$ cat src/rtl/instruction_prefetch_queue.sv
// -----------------------------------------------------------------------------
// instruction_prefetch_queue
//
// Byte-granular circular prefetch queue sitting between the bus/fetch unit and
// decode_stage_prefix. The fetch side pushes up to FETCH_BYTES code bytes per
// beat; decode sees a WINDOW-byte look-ahead starting at the queue head and
// retires 1..WINDOW bytes per cycle once it has sized an instruction. A flush
// (branch or exception) drops everything queued.
//
// Ports
//   i_clock             rising-edge clock
//   i_reset_n           asynchronous active-low reset
//   i_flush             discard all queued bytes (highest priority)
//   i_fetch_valid       fetch beat present
//   i_fetch_data        fetch bytes, lane 0 = [7:0] = lowest address
//   i_fetch_byte_count  valid low lanes in the beat, 1..FETCH_BYTES
//   o_fetch_ready       free space >= FETCH_BYTES
//   o_instruction       look-ahead window, [0] = head byte, 8'h00 past valid
//   o_valid_bytes       valid window bytes, min(occupancy, WINDOW)
//   i_consume_valid     decode retires bytes this cycle
//   i_consume_bytes     bytes retired, 1..o_valid_bytes
//   o_consume_error     one-cycle pulse: previous consume was illegal
//   o_occupancy         bytes held, 0..DEPTH_BYTES
// -----------------------------------------------------------------------------
module instruction_prefetch_queue #(
    parameter int DEPTH_BYTES = 32,
    parameter int WINDOW      = 16,
    parameter int FETCH_BYTES = 4
) (
    input  logic                                 i_clock,
    input  logic                                 i_reset_n,
    input  logic                                 i_flush,
    input  logic                                 i_fetch_valid,
    input  logic [8*FETCH_BYTES-1:0]             i_fetch_data,
    input  logic [$clog2(FETCH_BYTES+1)-1:0]     i_fetch_byte_count,
    output logic                                 o_fetch_ready,
    output logic [7:0]                           o_instruction [0:WINDOW-1],
    output logic [$clog2(WINDOW+1)-1:0]          o_valid_bytes,
    input  logic                                 i_consume_valid,
    input  logic [$clog2(WINDOW+1)-1:0]          i_consume_bytes,
    output logic                                 o_consume_error,
    output logic [$clog2(DEPTH_BYTES+1)-1:0]     o_occupancy
);

    localparam int PTR_W = $clog2(DEPTH_BYTES);
    localparam int OCC_W = $clog2(DEPTH_BYTES + 1);
    localparam int VB_W  = $clog2(WINDOW + 1);
    localparam int CNT_W = $clog2(FETCH_BYTES + 1);

    // Registered state
    logic [PTR_W-1:0] r_head;
    logic [PTR_W-1:0] r_tail;
    logic [OCC_W-1:0] r_occupancy;
    logic             r_consume_error;
    logic [7:0]       r_mem [DEPTH_BYTES];

    // Decoded control
    logic             w_fetch_ready;
    logic [VB_W-1:0]  w_valid_bytes;
    logic             w_fetch_count_ok;
    logic             w_fetch_fire;
    logic             w_consume_legal;
    logic             w_consume_fire;
    logic             w_consume_illegal;
    logic [OCC_W-1:0] w_bytes_in;
    logic [OCC_W-1:0] w_bytes_out;

    // Ready only when a full-width beat is guaranteed to fit, so the source
    // never has to know how many lanes the next beat will carry.
    assign w_fetch_ready = (r_occupancy <= OCC_W'(DEPTH_BYTES - FETCH_BYTES));

    assign w_valid_bytes = (r_occupancy >= OCC_W'(WINDOW)) ? VB_W'(WINDOW)
                                                           : VB_W'(r_occupancy);

    // Byte counts of 0 or above FETCH_BYTES are treated as an empty beat.
    assign w_fetch_count_ok = (i_fetch_byte_count != '0) &&
                              (i_fetch_byte_count <= CNT_W'(FETCH_BYTES));

    // Flush squashes both sides of the queue, including the error report.
    assign w_fetch_fire      = !i_flush && i_fetch_valid && w_fetch_ready && w_fetch_count_ok;
    assign w_consume_legal   = (i_consume_bytes != '0) && (i_consume_bytes <= w_valid_bytes);
    assign w_consume_fire    = !i_flush && i_consume_valid && w_consume_legal;
    assign w_consume_illegal = !i_flush && i_consume_valid && !w_consume_legal;

    assign w_bytes_in  = w_fetch_fire   ? OCC_W'(i_fetch_byte_count) : '0;
    assign w_bytes_out = w_consume_fire ? OCC_W'(i_consume_bytes)    : '0;

    // NOTE: sequential state uses non-blocking (<=) so every register samples
    // the pre-edge values; blocking here would create order-dependent races.
    always_ff @(posedge i_clock or negedge i_reset_n) begin
        if (!i_reset_n) begin
            r_head          <= '0;
            r_tail          <= '0;
            r_occupancy     <= '0;
            r_consume_error <= 1'b0;
        end else begin
            r_consume_error <= w_consume_illegal;
            if (i_flush) begin
                r_head      <= '0;
                r_tail      <= '0;
                r_occupancy <= '0;
            end else begin
                if (w_fetch_fire)
                    r_tail <= r_tail + PTR_W'(i_fetch_byte_count);
                if (w_consume_fire)
                    r_head <= r_head + PTR_W'(i_consume_bytes);
                r_occupancy <= r_occupancy + w_bytes_in - w_bytes_out;
            end
        end
    end

    // NOTE: the byte array has no reset; bytes outside head..tail are never
    // presented (the window masks them to 8'h00), so clearing it buys nothing
    // and would keep it from mapping onto plain RAM.
    // Pointers are power-of-two wide, so tail+i wraps a beat across the end
    // of storage without any extra logic.
    always_ff @(posedge i_clock) begin
        for (int i = 0; i < FETCH_BYTES; i++) begin
            if (w_fetch_fire && (CNT_W'(i) < i_fetch_byte_count))
                r_mem[r_tail + PTR_W'(i)] <= i_fetch_data[8*i +: 8];
        end
    end

    // Window decodes purely from registered state; unused lanes read 8'h00,
    // which decode_stage_prefix treats as a non-prefix byte.
    always_comb begin
        for (int k = 0; k < WINDOW; k++) begin
            o_instruction[k] = (VB_W'(k) < w_valid_bytes) ? r_mem[r_head + PTR_W'(k)]
                                                          : 8'h00;
        end
    end

    assign o_fetch_ready   = w_fetch_ready;
    assign o_valid_bytes   = w_valid_bytes;
    assign o_consume_error = r_consume_error;
    assign o_occupancy     = r_occupancy;

endmodule
$ cat config.mk
export PLATFORM = sky130hd
export DESIGN_NAME = instruction_prefetch_queue
export DESIGN_NICKNAME = d
export VERILOG_FILES = /design/src/rtl/instruction_prefetch_queue.sv
export SDC_FILE = /design/constraint.sdc
export NUM_CORES = 2
export LEC_CHECK = 0
export CAP_MARGIN = 20
export CORE_MARGIN = 1.5
export CORE_UTILIZATION = 35
export DETAILED_ROUTE_END_ITERATION = 6
export GPL_ROUTABILITY_DRIVEN = 0
export SLEW_MARGIN = 20
export SYNTH_ARGS = -nofsm -noshare
export SYNTH_HDL_FRONTEND = slang
export SYNTH_SLANG_ARGS = --single-unit
$ cat constraint.sdc
create_clock -name i_clock -period 6.15 [get_ports i_clock]
set_input_delay 1.23 -clock i_clock [delete_from_list [all_inputs] [get_ports i_clock]]
set_output_delay 1.23 -clock i_clock [all_outputs]
set_load 0.02 [all_outputs]
### Yosys cells after proc, flatten, opt, wreduce, memory -nomap -nowiden

Memory sizes are Yosys's and may differ from the RTL's.
Cells that the tools add are included.

| word-level totals | value |
|---|---|
| bits in writable memories | 256 |
| bits in registers | 17 |
| input port bits | 45 |
| output and inout port bits | 141 |
| memories | 1 |

Memory list:

| name | words | bits a word | rd ports | clocked after memory_dff | write ports | line | source |
|---|---|---|---|---|---|---|---|
| r_mem | 32 | 8 | 16 | 0 | 4 | 55 | `logic [7:0] r_mem [DEPTH_BYTES];` |

| cells by class | value |
|---|---|
| multiplexer cells | 32 |
| $lt $le $gt $ge | 24 |
| reduce and logical (&&, ||, !) cells | 18 |
| add/sub/neg operators | 22 |

Operators by type and width:

| operator | count |
|---|---|
| 8-bit two-way mux | 16 |
| 5-bit by 4-bit adder with 5-bit output (second input constant) | 8 |
| 4-bit by 5-bit < comparator with 1-bit output (first input constant) | 8 |
| 5-bit two-way mux | 6 |
| 5-bit by 2-bit adder with 5-bit output (second input constant) | 4 |
| 5-bit by 3-bit adder with 5-bit output (second input constant) | 4 |
| 3-bit by 5-bit < comparator with 1-bit output (first input constant) | 4 |
| 1-bit logical AND | 12 |
| 5-bit by 1-bit adder with 5-bit output (second input constant) | 2 |
| 1-bit by 5-bit < comparator with 1-bit output (first input constant) | 2 |
| 2-bit by 5-bit < comparator with 1-bit output (first input constant) | 2 |
| 1-bit two-way mux | 8 |
| 6-bit by 3-bit adder with 6-bit output | 1 |
| 6-bit by 5-bit greater-or-equal comparator with 1-bit output (second input constant) | 1 |
| 6-bit by 5-bit less-or-equal comparator with 1-bit output (second input constant) | 1 |
| 1-bit by 3-bit < comparator with 1-bit output (first input constant) | 2 |
| 2-bit by 3-bit < comparator with 1-bit output (first input constant) | 2 |
| 6-bit two-way mux | 1 |
| 6-bit by 5-bit subtractor with 6-bit output | 1 |
| 5-bit by 3-bit adder with 5-bit output | 1 |
| 5-bit adder | 1 |
| 5-bit less-or-equal comparator | 1 |
| 5-bit nonzero test | 1 |
| 2-bit nonzero test | 2 |
| 4 further kinds | 5 |

### Longest topological paths before layout

| depth | value |
|---|---|
| depth after elaboration | 8 |
| gate-level depth with buffers | 19 |
| gate-level depth less buffers | 17 |

### Least setup slack after synthesis

OpenSTA, ideal clock, no wires.

| timing | value |
|---|---|
| path kind | register to output |
| from | reg r_head[0] |
| to | out o_instruction[2] (netlist name) |
| path slack | 1089 ps |
| arrival time | 3831 ps |
| cell stages (with the launch flop) | 14 |
| path through | dfrtp_1 > buf_2 > buf_2 > buf_2 > buf_2 > buf_2 > inv_1 > ha_1 > buf_2 > buf_2 > clkbuf_1 > mux4_2 > mux4_2 > a22o_1 |

RTL lines:

| item | line | source |
|---|---|---|
| from (decl) | 51 | `logic [PTR_W-1:0] r_head;` |
| from (signal assigned) | 106 | `r_head <= r_head + PTR_W'(i_consume_bytes);` |
| to (decl) | 37 | `output logic [7:0] o_instruction [0:WINDOW-1],` |

==> summary.md <==
| Metric | Value |
|---|---|
| Outcome | complete, but fails checks |
| Violated checks | design-rule violations |
| Vias per cell | between 7 and 8 |
| Core area | about 0.09 mm² |
| Synth area leaders | mux4_2 28%, edfxtp_1 24%, nand2_1 5.5%, o31ai_1 4.7%, mux2i_1 4.6% |
| Async S/R FF share, synth | 6.23% |
| Max cap viols | 0 |
| Post-route ant nets | 0 |
| Global-route wire length before repair | 222000 µm |
| Clk root buf | clkbuf_16 |
| Worst-path clk slew | 0.06 ns |
| CTS hold repair buffers | 0 |
| Seq/Total Area, Yosys | between 20 and 30% |
| Number of global-route vias before repair | 28000 |
| Largest net degree at the start of global routing | 152 |
| Synth Register Bits | between 200 and 300 |
| Leakage | between 10 and 15 nW |
| Die area | 0.0931 mm² |
| Critical Path, Cell by Cell | buf_12 > buf_16 > mux4_2 > mux4_2 > nand2_1 > o21ai_0 > clkdlybuf4s50_1 |
| Number of cells in the finished layout apart from fillers | 4392 |
| Cell Area, Synth | 0.0319 mm² |
| CP max FO | 87 |
| Actual slew at the worst max-slew pin | 1.27 ns |
| DRT Wirelength | 162000 µm |
| Buffer count from post-CTS setup fixing | 0 |
| CTS resizes | 0 |
| Starting DRT DRC Count | 7031 |
| CP peak stage delay | 0.64 ns |
| Final worst path period share | a little under 90% |
| Critical path class | reg2out |
| Starting density of the core | 35.4% |
| TritonCTS buffer count | 35 |
| Num rows | 110 |
| Syn Nets | 3255 |
| Max Slew Vio Count | 0 |
| Dpl cells | 4324 |
| Clock latency at the later pin of the worst-skew pair | 0.58 ns |
| Cell Pwr Density | 501 mW/mm² |
| Arrival time at the worst endpoint | roughly 4.2 ns |
| Fin Hold WS | 0.741 ns |
| TritonCTS clock tree | built |
| Share of cells above drive strength 1 | 21.5% |
| Congestion Overflow GR | 0 |
| Critical Path RT | 4.92 ns |
| EDFF count, synth | approximately 260 |
| Clk buf depth | 3 |
| Hold Fails Final Rpt | 0 |
| Synth top area share | 27.6% |
| Highest Clock Rate | 184 MHz |
| Die X | 305 µm |
| Avg Inst Size Synth | 10.1 µm² |
| Area Overhead vs Synth | 13.2% |
| Post-layout util | 40.1% |
| Synth Warn # | 0 |
| Startpoint types | flop |
| Endpoint type of the worst setup path | primary output |
| Final nets | 3270 |
| Port Buffers | 185 |
| Routed WL per cell | approximately 37 µm |
| Clock Skews | 0.0447 ns |
| Yosys cell types | 79 |
| Post-DP HPWL | about 120000 µm |
| Worst ir drop on vdd | about 0.33 mV |
| CP dominant cell by count | mux4_2 |
| Tot GR Track Use | 33.6% |
| Final period demand of the worst path | approximately 5.4 ns |
| RSZ-0062 raised after global routing | false |
| H-tree depth | 2 |
| Drt drc | 43 |
| Slew margin rel. | 15.3% |
| IO Count | 186 |
| Yosys top cell by area | mux4_2 |
| Vias | 32000 |
| Critical-path top delay cell | mux4_2 |
| Worst min path class | reg2reg |
| Initial antenna violation count | 3 |
| Power Total | ~18 mW |
| Pre-antenna DRT Iters | 7 |
| Predominant post-synthesis flop cell | edfxtp_1 |
| Sink Count | 273 |
| Post-Syn Instances | approximately 3200 |
| Setup TNS | 0 ns |
| Final setup viols | 0 |
| Die Ht | ~310 µm |
## synth_stat cells (6+ instances only)
cell type  instances
nor2_2            17
xor2_1            11
o22ai_1           56
buf_2            113
nand2_2            6
edfxtp_1         256
o21ai_0          122
a22o_1            88
a21oi_1          133
or2_2              7
a211oi_1          39
buf_4             14
and3_1            39
nor2_1           297
o21ai_1            6
a21o_1             7
nor2b_1           20
a221oi_1         149
and2_1            35
inv_1             50
nand3_1           48
mux2i_1          148
mux2_2            40
o211ai_1           9
dfrtp_1           17
mux4_2           392
a311oi_1           9
nand2b_1          15
ha_1              34
nor3_1            14
xnor2_1           28
nand2_1          465
clkbuf_1         167
or3_1             12
buf_1             26
nor4_1             7
o31ai_1          198
## cell families (layout without fill, tap and decap cells)
| group | Yosys count | count (layout) | synth area share (%) |
|---|---|---|---|
| buf+inv | 376 | 416 | 5.04 |
| flops | 273 | 273 | 25.4 |
| simple gates | 1015 | 1015 | 14.2 |
| mux | 580 | 580 | 33.7 |
| other cells | 0 | 5 | 0 |
| fa+ha+maj | 39 | 39 | 1.65 |
| compound gates | 847 | 847 | 18.9 |
| xor+xnor | 41 | 41 | 1.17 |
## state kept, by name (all words and copies together), names as in the netlist
name	count
o_occupancy	6
r_mem	256
o_consume_error	1
r_tail	5
r_head	5
## layout make-up
class	count	area [µm²]
antenna	5	12.5
clock buffer	40	895
clock inverter	22	205
fill	8675	54000
inverter	54	203
multi-input combinational	2522	22400
sequential	273	8120
tap	1176	1470
timing repair buffer	300	2840
## critical path, delay by kind of cell (launching register included)
kind	cells	cell delay, ns
buffers and inverters	3	1.47
muxes	2	1.19
DFF	1	0.52
AOI/OAI and AO/OA	1	0.27
and+or+nand+nor	1	0.09
## power breakdown
part / switching (mW) / total [mW] / internal, mW
clock network: 0.896 / 2.04 / 1.14
registers: 0.146 / 2.24 / 2.09
logic: 7.94 / 13.8 / 5.89
total: 8.98 / 18.1 / 9.12
## cell usage in the layout, fill, tap and decap left out, types with 40 or more instances in the layout
| cell type | Yosys | final |
|---|---|---|
| a21oi_1 | 133 | 132 |
| a221oi_1 | 149 | 149 |
| a22o_1 | 88 | 88 |
| buf_4 | 14 | 106 |
| clkdlybuf4s50_1 | 0 | 185 |
| edfxtp_1 | 256 | 256 |
| inv_1 | 50 | 50 |
| mux2_2 | 40 | 40 |
| mux2i_1 | 148 | 148 |
| mux4_2 | 392 | 392 |
| nand2_1 | 465 | 465 |
| nand3_1 | 48 | 48 |
| nor2_1 | 297 | 297 |
| o21ai_0 | 122 | 122 |
| o22ai_1 | 56 | 56 |
| o31ai_1 | 198 | 198 |
## layer usage
layer / up-vias / routed length (µm) / GRT usage [%]
met2: 3268 / 64600 / 46.7
met1: 15400 / 55100 / 42.1
li1: 12700 / - / -
met4: 2 / 12600 / 19.0
met3: 628 / 30100 / 16.5
met5: - / 49 / 0.362
## path summary, 6_finish.rpt
kind / startpoint / end / slack (ns) / cells past startpoint
max: r_head[0] / o_instruction[76] / 0.71 / 7
max reg2reg: r_tail[2] / r_mem[8][6] / 1.55 / 7
max in group asynchronous: i_reset_n / r_head[0] / 4.77 / 2
min: r_head[2] / r_head[2] / 0.74 / 2
min reg2reg: r_head[2] / r_head[2] / 0.74 / 2
min in group asynchronous: i_reset_n / o_occupancy[3] / 1.05 / 2
## stage by stage
stage / area (µm²) / setup WS (ns)
after floorplan: 31900 / 1.09
after global placement: 35000 / 1.27
after detailed placement: 35000 / 1.19
after CTS: 36100 / 0.754
after global routing: 36100 / 0.538
final: 36200 / 0.709
Note: power is estimated with default switching activity, not from simulation.
